**src/rtl/sum_window_if.sv**
```systemverilog
// rtl/sum_window_if.sv - sample-in / window-result-out handshake bundle for sum_window_accumulator
interface sum_window_if #(
    parameter int DATA_W      = 8,
    parameter int WINDOW_LOG2 = 2,
    parameter int ACC_W       = DATA_W + WINDOW_LOG2
) ();
    logic              in_valid;
    logic              in_ready;
    logic [DATA_W-1:0] in_data;
    logic              out_valid;
    logic              out_ready;
    logic [ACC_W-1:0]  out_sum;
    logic [DATA_W-1:0] out_avg;

    // master drives samples and consumes results; slave is the accumulator
    modport master (
        output in_valid,
        output in_data,
        input  in_ready,
        input  out_valid,
        input  out_sum,
        input  out_avg,
        output out_ready
    );

    modport slave (
        input  in_valid,
        input  in_data,
        output in_ready,
        output out_valid,
        output out_sum,
        output out_avg,
        input  out_ready
    );
endinterface

```
**src/rtl/sum_window_accumulator.sv**
```systemverilog
// rtl/sum_window_accumulator.sv - sums 2**WINDOW_LOG2 accepted samples, holds total and floor average
module sum_window_accumulator #(
    parameter int DATA_W      = 8,
    parameter int WINDOW_LOG2 = 2,
    parameter int ACC_W       = DATA_W + WINDOW_LOG2
) (
    input  logic           clk,
    input  logic           rst,
    input  logic           clear,
    output logic           busy,
    sum_window_if.slave    s_if
);
    localparam logic [0:0] ST_ACCUM = 1'b0;
    localparam logic [0:0] ST_HOLD  = 1'b1;
    localparam logic [WINDOW_LOG2-1:0] CNT_ONE = WINDOW_LOG2'(1);

    logic [0:0]             state_q, state_d;
    logic [ACC_W-1:0]       acc_q, acc_d;
    logic [WINDOW_LOG2-1:0] count_q, count_d;
    logic                   out_valid_q, out_valid_d;
    logic [ACC_W-1:0]       out_sum_q, out_sum_d;
    logic [DATA_W-1:0]      out_avg_q, out_avg_d;

    logic                   accept;
    logic                   last_beat;
    logic [ACC_W-1:0]       acc_next;

    assign accept    = s_if.in_valid && (state_q == ST_ACCUM);
    assign last_beat = &count_q;
    // ACC_W leaves WINDOW_LOG2 bits of headroom, so this add can never wrap
    assign acc_next  = acc_q + ACC_W'(s_if.in_data);

    always_comb begin
        state_d     = state_q;
        acc_d       = acc_q;
        count_d     = count_q;
        out_valid_d = out_valid_q;
        out_sum_d   = out_sum_q;
        out_avg_d   = out_avg_q;

        if (clear) begin
            // drop partial window, any concurrent beat and any held result;
            // out_sum/out_avg keep stale contents since out_valid qualifies them
            state_d     = ST_ACCUM;
            acc_d       = '0;
            count_d     = '0;
            out_valid_d = 1'b0;
        end else if (state_q == ST_HOLD) begin
            if (out_valid_q && s_if.out_ready) begin
                out_valid_d = 1'b0;
                state_d     = ST_ACCUM;
            end
        end else if (accept) begin
            if (last_beat) begin
                out_sum_d   = acc_next;
                out_avg_d   = acc_next[ACC_W-1:WINDOW_LOG2];
                out_valid_d = 1'b1;
                acc_d       = '0;
                count_d     = '0;
                state_d     = ST_HOLD;
            end else begin
                acc_d   = acc_next;
                count_d = count_q + CNT_ONE;
            end
        end
    end

    always_ff @(posedge clk or posedge rst) begin
        if (rst) begin
            state_q     <= ST_ACCUM;
            acc_q       <= '0;
            count_q     <= '0;
            out_valid_q <= 1'b0;
            out_sum_q   <= '0;
            out_avg_q   <= '0;
        end else begin
            state_q     <= state_d;
            acc_q       <= acc_d;
            count_q     <= count_d;
            out_valid_q <= out_valid_d;
            out_sum_q   <= out_sum_d;
            out_avg_q   <= out_avg_d;
        end
    end

    assign s_if.in_ready  = (state_q == ST_ACCUM);
    assign s_if.out_valid = out_valid_q;
    assign s_if.out_sum   = out_sum_q;
    assign s_if.out_avg   = out_avg_q;
    assign busy           = (count_q != '0) || (state_q == ST_HOLD);
endmodule

```
**src/flat_wrapper.sv**
```systemverilog
// flat-port wrapper written by rule: the top's interface ports become plain ports
module sum_window_accumulator_flat 
#(
    parameter int DATA_W      = 8,
    parameter int WINDOW_LOG2 = 2,
    parameter int ACC_W       = DATA_W + WINDOW_LOG2
)
  (clk, rst, clear, busy, s_if_in_valid, s_if_in_data, s_if_in_ready, s_if_out_valid, s_if_out_sum, s_if_out_avg, s_if_out_ready);
  sum_window_if #(.DATA_W(DATA_W), .WINDOW_LOG2(WINDOW_LOG2), .ACC_W(ACC_W)) s_if_i ();
  input  logic clk;
  input  logic rst;
  input  logic clear;
  output logic busy;
  input wire logic [$bits(s_if_i.in_valid)-1:0] s_if_in_valid;
  input wire logic [$bits(s_if_i.in_data)-1:0] s_if_in_data;
  output wire logic [$bits(s_if_i.in_ready)-1:0] s_if_in_ready;
  output wire logic [$bits(s_if_i.out_valid)-1:0] s_if_out_valid;
  output wire logic [$bits(s_if_i.out_sum)-1:0] s_if_out_sum;
  output wire logic [$bits(s_if_i.out_avg)-1:0] s_if_out_avg;
  input wire logic [$bits(s_if_i.out_ready)-1:0] s_if_out_ready;
  assign s_if_i.in_valid = s_if_in_valid;
  assign s_if_i.in_data = s_if_in_data;
  assign s_if_in_ready = s_if_i.in_ready;
  assign s_if_out_valid = s_if_i.out_valid;
  assign s_if_out_sum = s_if_i.out_sum;
  assign s_if_out_avg = s_if_i.out_avg;
  assign s_if_i.out_ready = s_if_out_ready;
  sum_window_accumulator #(.DATA_W(DATA_W), .WINDOW_LOG2(WINDOW_LOG2), .ACC_W(ACC_W)) u_core (.clk(clk), .rst(rst), .clear(clear), .busy(busy), .s_if(s_if_i));
endmodule
```
**config.mk**
```make
export PLATFORM = sky130hd
export DESIGN_NAME = sum_window_accumulator_flat
export DESIGN_NICKNAME = d
export VERILOG_FILES = /design/src/rtl/sum_window_if.sv /design/src/rtl/sum_window_accumulator.sv /design/src/flat_wrapper.sv
export SDC_FILE = /design/constraint.sdc
export NUM_CORES = 1
export LEC_CHECK = 0
export ABC_AREA = 0
export BUFFER_PORTS_ARGS = -buffer_cell sky130_fd_sc_hd__buf_2
export CAP_MARGIN = 20
export CORE_ASPECT_RATIO = 1.5
export CORE_MARGIN = 3
export CORE_UTILIZATION = 44
export CTS_CLUSTER_SIZE = 8
export DETAILED_ROUTE_END_ITERATION = 6
export GPL_TIMING_DRIVEN = 0
export PLACE_DENSITY = 0.72
export SYNTH_ARGS = -nofsm -noshare
export SYNTH_HDL_FRONTEND = slang
export SYNTH_SLANG_ARGS = --single-unit
```
**constraint.sdc**
```tcl
create_clock -name clk -period 1.82 [get_ports clk]
set_input_delay 0.273 -clock clk [delete_from_list [all_inputs] [get_ports clk]]
set_output_delay 0.273 -clock clk [all_outputs]
set_load 0.02 [all_outputs]
```
==> results.md <==
* Total Nets Final at 221
* Core area at 3000 sq um
* Fin worst setup slack at -0.0608 ns
* Reg power frac at 0.418
* Reg clk slew, reported paths at 0.08 ns
* Cell family with most CP delay: compound AO/OA/AOI/OAI gates
* Maximum vdd drop at 0.539 mV
* Die Wd at 52.3 um
* Placer Congestion at 0.807
* DRT Wirelength at 3100 um
* Worst path depth at 8
* Die Span Y at 75.5 um
* Final TNS setup at -0.142 ns
* Clk_lat worst skew at 0.26 ns
* FFs w/ async S/R, synth at 1.00
* Via count at 1226
* Crit path capture: u_core.acc_q[6]
* Logic pwr share at 0.354
* Antenna Violating Nets Remaining at 0
* Clk sink count at 24
* Num rows at 24
* Layout Area Growth over Synthesis at 27.2%
* Critical path fanouts, max at 3
* 1st-pass router iterations at 4
* Mean Syn Cell Area at 9.31 sq um
* Largest family of logic cells by synthesized area: compound AO/OA/AOI/OAI gates
* Worst Setup SP: u_core.acc_q[0]
* Internal reg-to-reg setup slack at -0.06 ns
* Failing checks: setup timing
* Area after DPL at 1630 sq um
* Sequential fraction of the synthesis area at 0.424
* Layout cells sized above 1 at 0.352
* Design Area, Final at 1800 sq um
* Post-Synth XOR/XNOR Area at 0.0371
* Multiplexer share of the synthesized area at 0.0230
* Pin count of the biggest net entering global routing at 25
* Min Tclk post-route at 1.88 ns
* Crit-path cells: ha_4 > inv_2 > fa_2 > nor2b_4 > o31a_1 > o21a_1 > o21a_1 > o31ai_1
* Root buf cell: clkbuf_8
* Diodes inserted at 0
* Post-synth cell types at 38
* Upper clock frequency limit at 532 MHz
* PortBufs at 33
* Worst setup EP type: flop
* Internal power at 1.02 mW
* Initial antenna violation count at 0
* Drt drc at 0
* Worst setup SP type: flop
* Die area at 3950 sq um
* CP max stage delay at 0.41 ns
* CTS Buf Count at 3
* Setup violations, final at 3
* EDFF count, synth at 0
* Fin crit share at 1.03
* R2R cell count at 8
* Htree depth at 1
* CP arrival at 2.05 ns
* Slew @ Worst Pin at 0.899 ns
* Vias per cell at 5.22
* Slowest-stage cell, CP: dfrtp_1
* Status: complete, but fails checks
* Simple-gate share of the synthesized area at 0.149
* Critical path's most frequent cell: o21a_1
* Post-synth net total at 176
* Initial Util at 0.471
* Fillcell total at 281
* Seq cells post-synth at 24
* Total power draw at 1.54 mW
* Adder-cell share of the synthesized area at 0.103
* Worst path bufs/invs at 1
* I/O Pins at 34
* Initial DRC count at 15
* Final Slew Violations at 0
* Synthesized area at 1420 sq um
* Global-route wire length before repair at 4910 um
* Total GRT Usage at 0.165
* Unrepaired setup endpoints after global routing: yes
* Pwr dens at 855 nW/um^2
* Leakage at 0.889 nW
* Final HPWL DP at 2360 um
* Ys flop type: dfrtp_1
* Synth Instances at 152
* Post-DR wirelength/cell at 13.2 um
* CTS tree: yes
* Commonest cells after routing, fill and taps aside: buf_2 (34), nand2_1 (24), dfrtp_1 (24)
* WP data required at 1.99 ns
* Switch Pwr at 0.518 mW
* Most common cell after layout, fill and taps aside: buf_2
* Clock power frac at 0.227
* Slew HR at 0.400
* Kind of critical path: reg2reg
* Final Skew at 0.000921 ns
* Max Cap Violations at 0
* Min-Delay Path Class: in2async
* Reg2reg end: u_core.acc_q[6]
* GRT Residual Overflow at 0
* Yosys warns at 0
* R2R Path Start: u_core.acc_q[0]
* Final Hold Violating Endpoints at 0
* Switching Share at 0.337
* Complex-gate fraction of the synthesized area at 0.187
* Clk buf depth at 2
* Vias in the first global route at 1196
[metal layers]
metal  share of wire  track usage
met5               0            0
met1            0.41        0.192
met4           0.042       0.0909
met2            0.51        0.293
met3           0.038       0.0137
[cell type report]
| class | count | area, sq um | share of cell area |
|---|---|---|---|
| multi-input cells | 107 | 768 | 0.427 |
| flip-flops and latches | 24 | 601 | 0.334 |
| repair buffers | 40 | 218 | 0.121 |
| well taps | 39 | 48.8 | 0.0271 |
| inverters | 10 | 37.5 | 0.0208 |
| clock buffers | 4 | 55.1 | 0.0306 |
| plain buffers | 11 | 72.6 | 0.0403 |
[cells by family (layout without fill, tap and decap cells)]
| family | after synthesis | after routing |
|---|---|---|
| mux | 3 | 3 |
| buf+inv | 21 | 65 |
| xor+xnor | 6 | 6 |
| compound gates | 42 | 42 |
| fa+ha+maj | 11 | 11 |
| flops | 24 | 24 |
| simple gates | 45 | 45 |
[Yosys cell counts (2+ instances only)]
master | number | area [sq um]
nor3_1 | 2 | 10.0
a22o_1 | 2 | 17.5
xor2_1 | 5 | 43.8
buf_4 | 8 | 60.1
ha_1 | 10 | 125
dfrtp_1 | 24 | 601
o31ai_1 | 3 | 22.5
mux2_2 | 2 | 22.5
o21a_1 | 3 | 22.5
a211oi_1 | 2 | 15.0
nor2_1 | 9 | 33.8
o21ai_0 | 17 | 85.1
nand3b_1 | 2 | 15.0
a21oi_1 | 7 | 35.0
nand2_1 | 24 | 90.1
inv_1 | 9 | 33.8
clkbuf_1 | 2 | 7.51
[worst reg2reg max path: stages (launching register included)]
cell	delay, ns
dfrtp_1	0.41
ha_4	0.18
inv_2	0.05
fa_2	0.22
nor2b_4	0.05
o31a_1	0.29
o21a_1	0.21
o21a_1	0.20
o31ai_1	0.19
[power by group through the flow]
| stage | sequential [mW] | clock [mW] | combinational (mW) |
|---|---|---|---|
| global placement | 0.650 | 0 | 0.488 |
| global route | 0.656 | 0.375 | 0.599 |
| floorplan | 0.689 | 0 | 0.319 |
| detailed placement | 0.654 | 0 | 0.501 |
| finish | 0.644 | 0.350 | 0.546 |
| CTS | 0.644 | 0.357 | 0.520 |
[how the worst min path moves through the flow]
| stage | startpoint | end | slack, ns |
|---|---|---|---|
| 2_1_floorplan | rst | u_core.acc_q[0] | 0.29 |
| 5_1_grt | rst | u_core.s_if.out_avg[4] | 0.26 |
| 3_5_place_dp | u_core.s_if.out_sum[1] | u_core.s_if.out_sum[1] | 0.47 |
| 6_report | rst | u_core.s_if.out_valid | 0.19 |
| 3_3_place_gp | u_core.s_if.out_sum[1] | u_core.s_if.out_sum[1] | 0.47 |
| 4_1_cts | rst | u_core.acc_q[9] | 0.23 |
[flip-flops by register name (all words and copies together), names as in the netlist]
register               flops
u_core.acc_q              10
u_core.s_if.out_valid      1
u_core.state_q             1
u_core.s_if.out_avg        8
u_core.s_if.out_sum        2
u_core.count_q             2
[through the flow]
stage | hold slack [ns] | instances | worst slack [ns] | utilization
after floorplan | 0.288 | 152 | 0.00920 | -
after CTS | 0.226 | 231 | -0.0710 | 0.575
after global routing | 0.260 | 235 | -0.145 | 0.600
after detailed placement | 0.473 | 224 | -0.252 | 0.543
final | 0.195 | 235 | -0.0608 | 0.600
after global placement | 0.467 | 224 | -0.208 | 0.543
[timing repair]
| item | CTS | global route |
|---|---|---|
| endpoints found under the hold margin | 0 | 0 |
| buffers inserted | 3 | 4 |
| hold buffers | 0 | 0 |
| resized for setup | 6 | 9 |
| pin swaps | 4 | 8 |
| endpoints found under the setup margin | 7 | 13 |
Note: power is estimated with default switching activity, not from simulation.
